===== src/rtl/acc_writeback.sv =====
// Write-back stage of the accumulator datapath: commits decoded results to acc,
// the register file, the compare flag, or data memory via a req/ack handshake.
module acc_writeback #(
  parameter int DW      = 8,
  parameter int RAW     = 3,
  parameter int TIMEOUT = 16
) (
  input  logic           clk,
  input  logic           rst_n,
  input  logic           in_valid,
  output logic           in_ready,
  input  logic [5:0]     op,
  input  logic [DW-1:0]  alu_result,
  input  logic [DW-1:0]  rs_data,
  input  logic [RAW-1:0] rd_addr,
  output logic [DW-1:0]  acc,
  output logic           flag,
  output logic           rf_we,
  output logic [RAW-1:0] rf_waddr,
  output logic [DW-1:0]  rf_wdata,
  output logic           mem_req,
  output logic           mem_we,
  output logic [DW-1:0]  mem_addr,
  output logic [DW-1:0]  mem_wdata,
  input  logic           mem_ack,
  input  logic [DW-1:0]  mem_rdata,
  output logic           wb_done,
  output logic           err
);

  localparam int CW = $clog2(TIMEOUT);
  localparam logic [CW-1:0] CNT_LAST = CW'(TIMEOUT - 1);

  localparam logic [2:0] GRP_ALU0 = 3'b000;
  localparam logic [2:0] GRP_MEM  = 3'b001;
  localparam logic [2:0] GRP_ALU1 = 3'b010;
  localparam logic [2:0] GRP_EQ   = 3'b100;
  localparam logic [2:0] GRP_MOV  = 3'b101;

  typedef enum logic {IDLE, MEM_WAIT} state_t;

  state_t         state_q;
  logic [CW-1:0]  wait_cnt_q;
  logic [DW-1:0]  acc_q;
  logic           flag_q;
  logic           rf_we_q;
  logic [RAW-1:0] rf_waddr_q;
  logic [DW-1:0]  rf_wdata_q;
  logic           mem_req_q;
  logic           mem_we_q;
  logic [DW-1:0]  mem_addr_q;
  logic [DW-1:0]  mem_wdata_q;
  logic           wb_done_q;
  logic           err_q;

  assign in_ready = (state_q == IDLE);

  // NOTE: all state updates use <= so every branch sees pre-edge values,
  // which is what lets MOV and STR capture the accumulator before it changes.
  always_ff @(posedge clk) begin
    if (!rst_n) begin
      state_q     <= IDLE;
      wait_cnt_q  <= '0;
      acc_q       <= '0;
      flag_q      <= 1'b0;
      rf_we_q     <= 1'b0;
      rf_waddr_q  <= '0;
      rf_wdata_q  <= '0;
      mem_req_q   <= 1'b0;
      mem_we_q    <= 1'b0;
      mem_addr_q  <= '0;
      mem_wdata_q <= '0;
      wb_done_q   <= 1'b0;
      err_q       <= 1'b0;
    end else begin
      wb_done_q <= 1'b0;
      rf_we_q   <= 1'b0;
      case (state_q)
        IDLE: begin
          if (in_valid) begin
            wb_done_q <= 1'b1;
            case (op[5:3])
              GRP_ALU0: if (op[2:0] != 3'b111) acc_q <= alu_result;
              GRP_ALU1: acc_q  <= alu_result;
              GRP_EQ:   flag_q <= alu_result[0];
              GRP_MOV: begin
                rf_we_q    <= 1'b1;
                rf_waddr_q <= rd_addr;
                rf_wdata_q <= acc_q;
              end
              GRP_MEM: begin
                // Only LWR (000) and STR (001) touch memory; other sub-codes retire as nops.
                if (op[2:1] == 2'b00) begin
                  wb_done_q  <= 1'b0;
                  mem_req_q  <= 1'b1;
                  mem_we_q   <= op[0];
                  mem_addr_q <= rs_data;
                  if (op[0]) mem_wdata_q <= acc_q;
                  wait_cnt_q <= '0;
                  state_q    <= MEM_WAIT;
                end
              end
              default: ;
            endcase
          end
        end
        MEM_WAIT: begin
          if (mem_ack) begin
            mem_req_q <= 1'b0;
            if (!mem_we_q) acc_q <= mem_rdata;
            wb_done_q <= 1'b1;
            state_q   <= IDLE;
          end else if (wait_cnt_q == CNT_LAST) begin
            // Hung memory: abandon the access, keep acc, and latch the error.
            mem_req_q <= 1'b0;
            err_q     <= 1'b1;
            wb_done_q <= 1'b1;
            state_q   <= IDLE;
          end else begin
            wait_cnt_q <= wait_cnt_q + CW'(1);
          end
        end
        default: state_q <= IDLE;
      endcase
    end
  end

  assign acc       = acc_q;
  assign flag      = flag_q;
  assign rf_we     = rf_we_q;
  assign rf_waddr  = rf_waddr_q;
  assign rf_wdata  = rf_wdata_q;
  assign mem_req   = mem_req_q;
  assign mem_we    = mem_we_q;
  assign mem_addr  = mem_addr_q;
  assign mem_wdata = mem_wdata_q;
  assign wb_done   = wb_done_q;
  assign err       = err_q;

endmodule


===== config.mk =====
export PLATFORM = sky130hd
export DESIGN_NAME = acc_writeback
export DESIGN_NICKNAME = d
export VERILOG_FILES = /design/src/rtl/acc_writeback.sv
export SDC_FILE = /design/constraint.sdc
export NUM_CORES = 1
export LEC_CHECK = 0
export ABC_AREA = 1
export CAP_MARGIN = 20
export CORE_ASPECT_RATIO = 0.5
export CORE_MARGIN = 1
export CORE_UTILIZATION = 38
export DETAILED_ROUTE_END_ITERATION = 12
export PLACE_DENSITY_LB_ADDON = 0.05
export SLEW_MARGIN = 20
export SYNTH_ARGS = -nofsm -noshare
export SYNTH_HDL_FRONTEND = slang
export SYNTH_SLANG_ARGS = --single-unit

===== constraint.sdc =====
create_clock -name clk -period 1.3 [get_ports clk]
set_clock_uncertainty 0.05 [all_clocks]
set_input_delay 0.13 -clock clk [delete_from_list [all_inputs] [get_ports clk]]
set_output_delay 0.13 -clock clk [all_outputs]
set_load 0.02 [all_outputs]

Word-level counts from Yosys, hierarchy flattened. Index checks and enable logic that the tools add are counted.

Register bits after elaboration: 46. Input port bits: 37. Output and inout port bits: 42. Word-level logic and storage cells: 76.

$add $sub $neg: 1. Equality and inequality tests: 16. Mux-type cells: 31. Bitwise gates (word level): 4. Reductions and logical operators: 11.

Operator list (number): two-way mux 8 bit (4); one-hot mux 8 bit (2 select lines) (2); two-way mux 4 bit (5); two-way mux 1 bit (16); AND reduction 5 bit (3); != test 2 bit, second input constant (5); AND reduction 3 bit (3); one-hot mux 4 bit (2 select lines) (1); AND reduction 4 bit (2); == test 3 bit, second input constant (2); != test 3 bit, second input constant (2); one-hot mux 1 bit (2 select lines) (3); adder 4 x 1 -> 4 bit, second input constant (1); == test 4 bit, second input constant (1); != test 2 x 1 -> 1 bit, second input constant (2); NOT 1 bit (4); == test 3 x 1 -> 1 bit, second input constant (1); == test 3 x 2 -> 1 bit, second input constant (1); zero test 3 bit (1); != test 3 x 1 -> 1 bit, second input constant (1); != test 3 x 2 -> 1 bit, second input constant (1); OR reduction 3 bit (1); zero test 2 bit (1).

Depth between registers and ports, before layout. Gate-level depths: netlist of run 1.

Word-level depth: 5. Mapped depth: 9. Depth with buffers taken out: 9.

Worst setup path after synthesis of run 1. No wires, ideal clock.

Kind: register to register. From: register wait_cnt_q[0]. To: register wait_cnt_q[3]. Setup time: 0.113 ns. Data arrival time: 1.082 ns. Required time: 1.137 ns. Setup slack: 0.055 ns. Stages on the path, launching flop included: 10. Buffers on the path: 0. Clock period less this slack: 1.245 ns. Cells stage by stage: dfxtp_1 -> ha_1 -> nand2_1 -> clkinv_1 -> nand2_1 -> nand2_1 -> nand2_1 -> nand2_1 -> nand2_1 -> nor2_1.

Cells in the longest elaborated chain, start to end: 4. Elaborated cells on any way between the ends: 7. Classes of those cells: 1 x add/sub; 2 x eq/ne; 3 x mux; 1 x reduce/logical.

Ends and longest elaborated chain: start: declaration (RTL line 43) `logic [CW-1:0] wait_cnt_q;`; start signal: assignment (RTL line 120) `wait_cnt_q <= wait_cnt_q + CW'(1);`; adder 4 x 1 -> 4 bit (RTL line 120); two-way mux 4 bit (RTL line 113) `end else if (wait_cnt_q == CNT_LAST) begin`; two-way mux 4 bit (RTL line 108) `if (mem_ack) begin`; one-hot mux 4 bit (2 select lines) (RTL line 78) `case (state_q)`.

Parallel ways exist; a longest one is shown, timed or not. The select of a mux whose other input is x is not followed. A chain may end at the register's enable or synchronous reset.

Final worst setup path of run 1.
From: register state_q. To: register rf_wdata_q[1] (netlist: rf_wdata[1]).

Cells in the longest elaborated chain, start to end: 2.

Ends and longest elaborated chain: start: declaration (RTL line 42) `state_t state_q;`; start signal: assignment (RTL line 62) `state_q <= IDLE;`; start signal: assignment (RTL line 100) `state_q <= MEM_WAIT;`; start signal: assignment (RTL line 112) `state_q <= IDLE;`; NOT 1 bit (no line); AND reduction 3 bit (no line); end signal: assignment (RTL line 89) `rf_wdata_q <= acc_q;`; end: declaration (RTL line 48) `logic [DW-1:0] rf_wdata_q;`.

No other way between the ends.

==> out/metrics.yaml, run 1 <==
grt:
  grt_max_degree: 22
  grt_pass1_wl_um: 8140
  grt_usage_pct: 20.1
  grt.overflow.total: 0
  antenna_found_initial: 0
  first_global_vias: 1835
worst_setup_path:
  worst-r2r-setup-slack_ps: -20
  cp.required_ps: 1490
  crit_type: "reg -> reg"
  critPathTopFamily: "simple AND/OR/NAND/NOR gates"
  arrival_ps: 1510
  crit_chain: "inv_4 -> nand2_4 -> inv_4 -> nand2_4 -> nor2_4 -> buf_6 -> o21ai_2 -> nor2_1"
  slowest_stage: "dfxtp_2"
  critPathBufInv: 3
  slowest_delay_ps: 340
  reg2reg_from: "state_q"
  rr_endpoint: "rf_wdata[1]"
  startpoint_type: "flip-flop"
  cp-end-kind: "flip-flop"
  reg2reg_depth: 8
  crit_fanout: 6
clocking:
  clk_latency_ps: 300
  tritoncts: "yes"
  path_clk_slew_ps: 100
  cts_root_buffer: "clkbuf_8"
  clock_path_buffers: 2
  ctsHoldBuffers: 0
  htreeDepth: 2
  numCtsBuffers: 5
  cts_sinks: 46
synthesis:
  ys_seq_elements: 46
  synth_top_area_share_pct: 48.0
  syn_area_per_cell_um2: 7.24
  synthTopCellsByArea: "dfxtp_1, nor2_1, nand2_1"
  synth_nets: 303
  syn-instance-count: 265
  yosysTopAreaCell: "dfxtp_1"
  ys_seq_area_share_pct: 48.0
  ys_types: 24
  syn_area_um2: 1920
  synth_warnings: 0
drt:
  vias_per_cell: 4.72
  drtIter0Drc: 50
  wl_per_cell_um: 12.0
  drt_wl_total_um: 5190
  drtPass1Iterations: 4
  num_vias: 2042
  drcViolationCount: 0
  drtAntennaViolNets: 0
cells_and_area:
  final_cells: 433
  nNetsFinal: 404
  fill_cells: 421
  antenna_cells: 0
  area.growth.synth_to_final_pct: 62.2
  drive_above_1_share_pct: 18.0
sta:
  rsz0062_at_grt: "yes"
  fin_crit_sh_pct: 101
  setup_ws_ps: -17.4
  layout_min_cycle_time_ps: 1320
  max_freq_mhz: 759
  finalMaxSlewViolations: 0
  worstMarginPinSlew_ps: 251
  setup_violations: 2
  hold_violations: 0
  max_slew_margin_pct: 83.2
power:
  peakVddDrop_uv: 503
  power_mw: 2.97
  power_density_nw_per_um2: 954
  p_leak_nw: 1.54
status:
  status: "complete, but fails checks"
  violations: "negative setup slack"
floorplan:
  io_pins: 79
  initial_core_util_pct: 41.6
  die_area_um2: 5350
  die_x_um: 102
  rows: 17
  die_y_um: 52.2
  coreArea_um2: 4620
worst_hold_path:
  holdPathEnd: "mem_we"
  min_from: "op[5]"
  hold_path.class: "in -> reg"
  min_path_cells: 4
placed_design:
  place_congestion: 0.731
  dp.cells: 422
  hpwlAfterDp_um: 3800
  place.port_buffers: 78
run:
  cap_violations: 0
-- metal layers --
metal	track usage [%]	part of all wire, %	up-vias
met1	24.9	46	933
met2	34.4	48	54
met4	5.71	0.62	0
li1	-	-	1050
met3	5.73	6.1	5
met5	0	0	-
-- how the worst max path moves through the flow --
stage	start	to	slack, ps	cells past startpoint
detailed placement	op[0]	acc[0]	-280	6
global placement	op[2]	mem_wdata[3]	-270	7
CTS	state_q	rf_wdata[1]	4	8
global route	state_q	rf_wdata[1]	-90	8
finish	state_q	rf_wdata[1]	-20	8
floorplan	wait_cnt_q[0]	wait_cnt_q[3]	50	9
-- cell type report --
cell class,count,area [um2],area share [%]
repair buffers,105,966,31.1
flip-flops and latches,46,922,29.6
clock buffers,5,68.8,2.21
clock inverters,3,43.8,1.41
well taps,66,82.6,2.65
multi-input cells,195,966,31.1
inverters,13,61.3,1.97
-- power by group --
| part | total (mW) | internal (mW) | switching [mW] |
|---|---|---|---|
| clock | 1.08 | 0.577 | 0.502 |
| combinational | 0.426 | 0.220 | 0.206 |
| sequential | 1.46 | 1.44 | 0.0207 |
-- Yosys cell counts --
cell,n
o21ai_4,1
buf_2,3
ha_1,1
inv_1,6
nand4_1,1
nor2_1,72
nor2_2,2
nor2_4,2
clkinv_1,2
nand3b_1,8
a21oi_1,15
nor3_1,2
a31oi_1,1
nand2_1,51
clkbuf_1,5
nand3_2,1
dfxtp_1,46
nand3_1,5
o21ai_1,8
o21ai_0,21
buf_4,2
inv_2,5
buf_6,1
nand2_2,4
-- sequential cells by signal, indices dropped and copies added, names as in the netlist --
signal      flops
mem_req         1
flag            1
state_q         1
rf_wdata        8
rf_waddr        3
mem_addr        8
wait_cnt_q      4
rf_we           1
wb_done         1
mem_we          1
mem_wdata       8
acc             8
err             1
-- cells by family after synthesis --
group | synth area share (%)
fa+ha+maj | 0.652
flops | 48.0
simple gates | 33.0
compound gates | 12.7
buf+inv | 5.67
-- through the flow --
| step | TNS (ps) | hold slack (ps) | setup slack, ps | instance area [um2] | util, % |
|---|---|---|---|---|---|
| 2_1_floorplan | 0 | 214 | 54.9 | 1920 | - |
| 3_3_place_gp | -6660 | 405 | -267 | 2910 | 63.1 |
| 3_5_place_dp | -8350 | 410 | -284 | 2910 | 63.1 |
| 4_1_cts | 0 | 349 | 4.05 | 2980 | 64.5 |
| 5_1_grt | -769 | 297 | -85.6 | 3110 | 67.4 |
| 6_report | -30.7 | 283 | -17.4 | 3110 | 67.4 |
-- cells in the final DEF, fill, tap and decap left out, types with 5 or more instances in the layout --
cell	Yosys	layout
nand3_1	5	5
a21oi_1	15	15
inv_1	6	6
clkbuf_8	0	5
dlygate4sd2_1	0	42
nand3b_1	8	8
dfxtp_1	46	45
buf_4	2	23
nand2_1	51	48
nor2_1	72	69
o21ai_1	8	10
o21ai_2	0	8
clkdlybuf4s50_1	0	35
o21ai_0	21	11
-- worst reg2reg max path: cells and delay by family (launching register included) --
family,cells,cell delay (ps)
compound gates,1,50
buf+inv,3,360
simple gates,4,480
flops,1,340
-- what timing repair did --
action,CTS,global route
buffers inserted,0,2
setup endpoints to repair,44,42
gates cloned,0,1
pin swaps,0,11
gates resized for setup,44,39
Note: power is estimated with default switching activity, not from simulation.
==> run 2: changes to the inputs <==
--- a/config.mk
+++ b/config.mk
@@ -11,7 +11,7 @@
 export CORE_MARGIN = 1
 export CORE_UTILIZATION = 38
 export DETAILED_ROUTE_END_ITERATION = 12
-export PLACE_DENSITY_LB_ADDON = 0.05
+export PLACE_DENSITY = 0.75
 export SLEW_MARGIN = 20
 export SYNTH_ARGS = -nofsm -noshare
 export SYNTH_HDL_FRONTEND = slang
==> run 2 against run 1 <==
Compared with the run above: the flow now finishes without violations; largest cell class is now buffers; cell area increased by 1.3%; clock power fell by 13%; combinational power grew 4%; global-route usage increased by 2.9 points; critical path type unchanged; critical endpoint is now mem_addr[4].
==> out/metrics.yaml, run 2 (synthesis gave the netlist of run 1 again) <==
grt:
  antenna_found_initial: 0  # unchanged
  use_met2_pct: 39.9  # was 34.4%
  grt_usage_pct: 23.1  # was 20.1%
  grt_busiest_layer: "met2"  # unchanged
  grt_use_met3_pct: 4.13  # was 5.73%
  grt.overflow.total: 0  # unchanged
  grt_max_degree: 20  # was 22
  first_global_vias: 1966  # was 1835
  grt_pass1_wl_um: 9230  # was 8140 um
  use_met1_pct: 29.3  # was 24.9%
clocking:
  numCtsBuffers: 5  # unchanged
  htreeDepth: 2  # unchanged
  cts_root_buffer: "clkbuf_8"  # unchanged
  cts_sinks: 46  # unchanged
  clk_latency_ps: 300  # about the same
  tritoncts: "yes"  # unchanged
  ctsHoldBuffers: 0  # unchanged
  clock_path_buffers: 2  # unchanged
  path_clk_slew_ps: 90  # was 100 ps
drt:
  drtAntennaViolNets: 0  # unchanged
  num_vias: 2125  # was 2042
  wl_per_cell_um: 13.4  # was 12.0 um
  drtPass1Iterations: 4  # unchanged
  drcViolationCount: 0  # unchanged
  vias_per_cell: 4.84  # was 4.72
  drtIter0Drc: 101  # was 50
  drt_wl_total_um: 5870  # was 5190 um
worst_setup_path:
  reg2reg_depth: 7  # was 8
  rr_endpoint: "mem_addr[4]"  # was rf_wdata[1]
  arrival_ps: 1430  # was 1510 ps
  reg2reg_from: "state_q"  # unchanged
  crit_fanout: 8  # was 6
  startpoint_type: "flip-flop"  # unchanged
  crit_type: "reg -> reg"  # unchanged
  cp-end-kind: "flip-flop"  # unchanged
  worst-r2r-setup-slack_ps: 30  # was -20 ps
  cp.required_ps: 1450  # was 1490 ps
sta:
  finalMaxSlewViolations: 0  # unchanged
  fin_hold_ws_ps: 356  # was 283 ps
  max_slew_margin_pct: 78.8  # was 83.2%
  rsz0062_at_grt: "yes"  # unchanged
  layout_min_cycle_time_ps: 1270  # was 1320 ps
  worstMarginPinSlew_ps: 318  # was 251 ps
  hold_violations: 0  # unchanged
  fin_crit_sh_pct: 98.1  # was 101%
  setup_violations: 0  # was 2
  max_freq_mhz: 784  # was 759 MHz
cells_and_area:
  multi_input_area_um2: 993  # was 966 um2
  regArea_um2: 925  # was 922 um2
  antenna_cells: 0  # unchanged
  layout_commonest_cell: "nor2_1"  # unchanged
  final_cell_mix: "nor2_1, nand2_1, dfxtp_1"  # unchanged
  nNetsFinal: 410  # was 404
  drive_above_1_share_pct: 22.0  # was 18.0%
  area.growth.synth_to_final_pct: 64.3  # was 62.2%
  fill_cells: 401  # was 421
placed_design:
  place.port_buffers: 78  # unchanged
  place_congestion: 0.798  # was 0.731
  hpwlAfterDp_um: 4380  # was 3800 um
floorplan:
  io_pins: 79  # unchanged
  die_area_um2: 5350  # unchanged
  rows: 17  # unchanged
  die_y_um: 52.2  # unchanged
  coreArea_um2: 4620  # unchanged
  die_x_um: 102  # unchanged
  initial_core_util_pct: 41.6  # unchanged
worst_hold_path:
  hold_path.class: "in -> reg"  # unchanged
  holdPathEnd: "rf_waddr[0]"  # was mem_we
  min_from: "rd_addr[0]"  # was op[5]
  min_path_cells: 3  # was 4
power:
  p_leak_nw: 1.52  # was 1.54 nW
  power_mw: 2.85  # was 2.97 mW
  power_density_nw_per_um2: 903  # was 954 nW/um2
  peakVddDrop_uv: 448  # was 503 uV
status:
  status: "complete, no violations"  # was complete, but fails checks
run:
  cap_violations: 0  # unchanged
[run 2: changes by cell type in the layout (fill, tap and decap cells not counted), sizes merged]
cell / previous run / this run
buf: 27 / 33
clkbuf: 5 / 8
bufinv: 1 / 0
clkdlybuf4s50: 35 / 36
clkinv: 2 / 1
clkinvlp: 0 / 1
dlygate4sd2: 42 / 41
dlymetal6s2s: 1 / 0
inv: 13 / 12
[run 2: repair_timing]
item / 4_1_cts / 5_1_grt
setup endpoints to repair: 52 / 40
buffers inserted: 2 / 1
pin swaps: 0 / 11
gates resized for setup: 47 / 43
[run 2: worst max-delay path by stage]
stage                             start       endpoint  cells after the start  slack [ps]
after global placement            op[3]    mem_addr[4]                      7        -180
after floorplan           wait_cnt_q[0]  wait_cnt_q[3]                      9          50
after global routing            state_q    rf_wdata[0]                      8         -30
after detailed placement          op[5]    mem_addr[4]                      6        -240
after CTS                 wait_cnt_q[0]  wait_cnt_q[2]                      8           6
final                           state_q    mem_addr[4]                      7          30
[run 2: through the flow]
| stage | cells | TNS [ps] | setup slack (ps) | area (um2) | utilization (%) |
|---|---|---|---|---|---|
| global placement | 428 | -5760 | -179 | 2960 | 64.1 |
| finish | 439 | 0 | 25.3 | 3150 | 68.3 |
| global route | 439 | -272 | -28.7 | 3150 | 68.3 |
| detailed placement | 428 | -6860 | -238 | 2960 | 64.1 |
| CTS | 438 | 0 | 6.04 | 3030 | 65.7 |
| floorplan | 265 | 0 | 54.9 | 1920 | - |
[run 2: final cells by class]
| cell class | instances | area share, % |
|---|---|---|
| timing repair buffer | 111 | 31.6 |
| multi-input combinational | 195 | 31.5 |
| sequential | 46 | 29.3 |
| clock buffer | 7 | 2.74 |
| tap | 66 | 2.62 |
| inverter | 13 | 1.91 |
| clock inverter | 1 | 0.278 |
[run 2: power breakdown]
group	leakage (nW)	switching (mW)	internal [mW]	total, mW
Combinational	1.10	0.216	0.226	0.441
Sequential	0.374	0.0202	1.44	1.46
Clock	0.0489	0.500	0.440	0.940
Total	1.52	0.736	2.11	2.85
[run 2: routing by layer]
metal | routed length (um) | part of all wire (%)
met1 | 2640 | 45
met2 | 2810 | 48
met3 | 318 | 5.4
met4 | 101 | 1.7
met5 | 0 | 0
[run 2: critical path: stages (launching register included)]
cell and delay [ps]:
dfxtp_2 360, inv_4 60, nand2_4 80, inv_4 50, nand3_4 140, clkinvlp_4 230, nor2_1 150, nor2_1 60
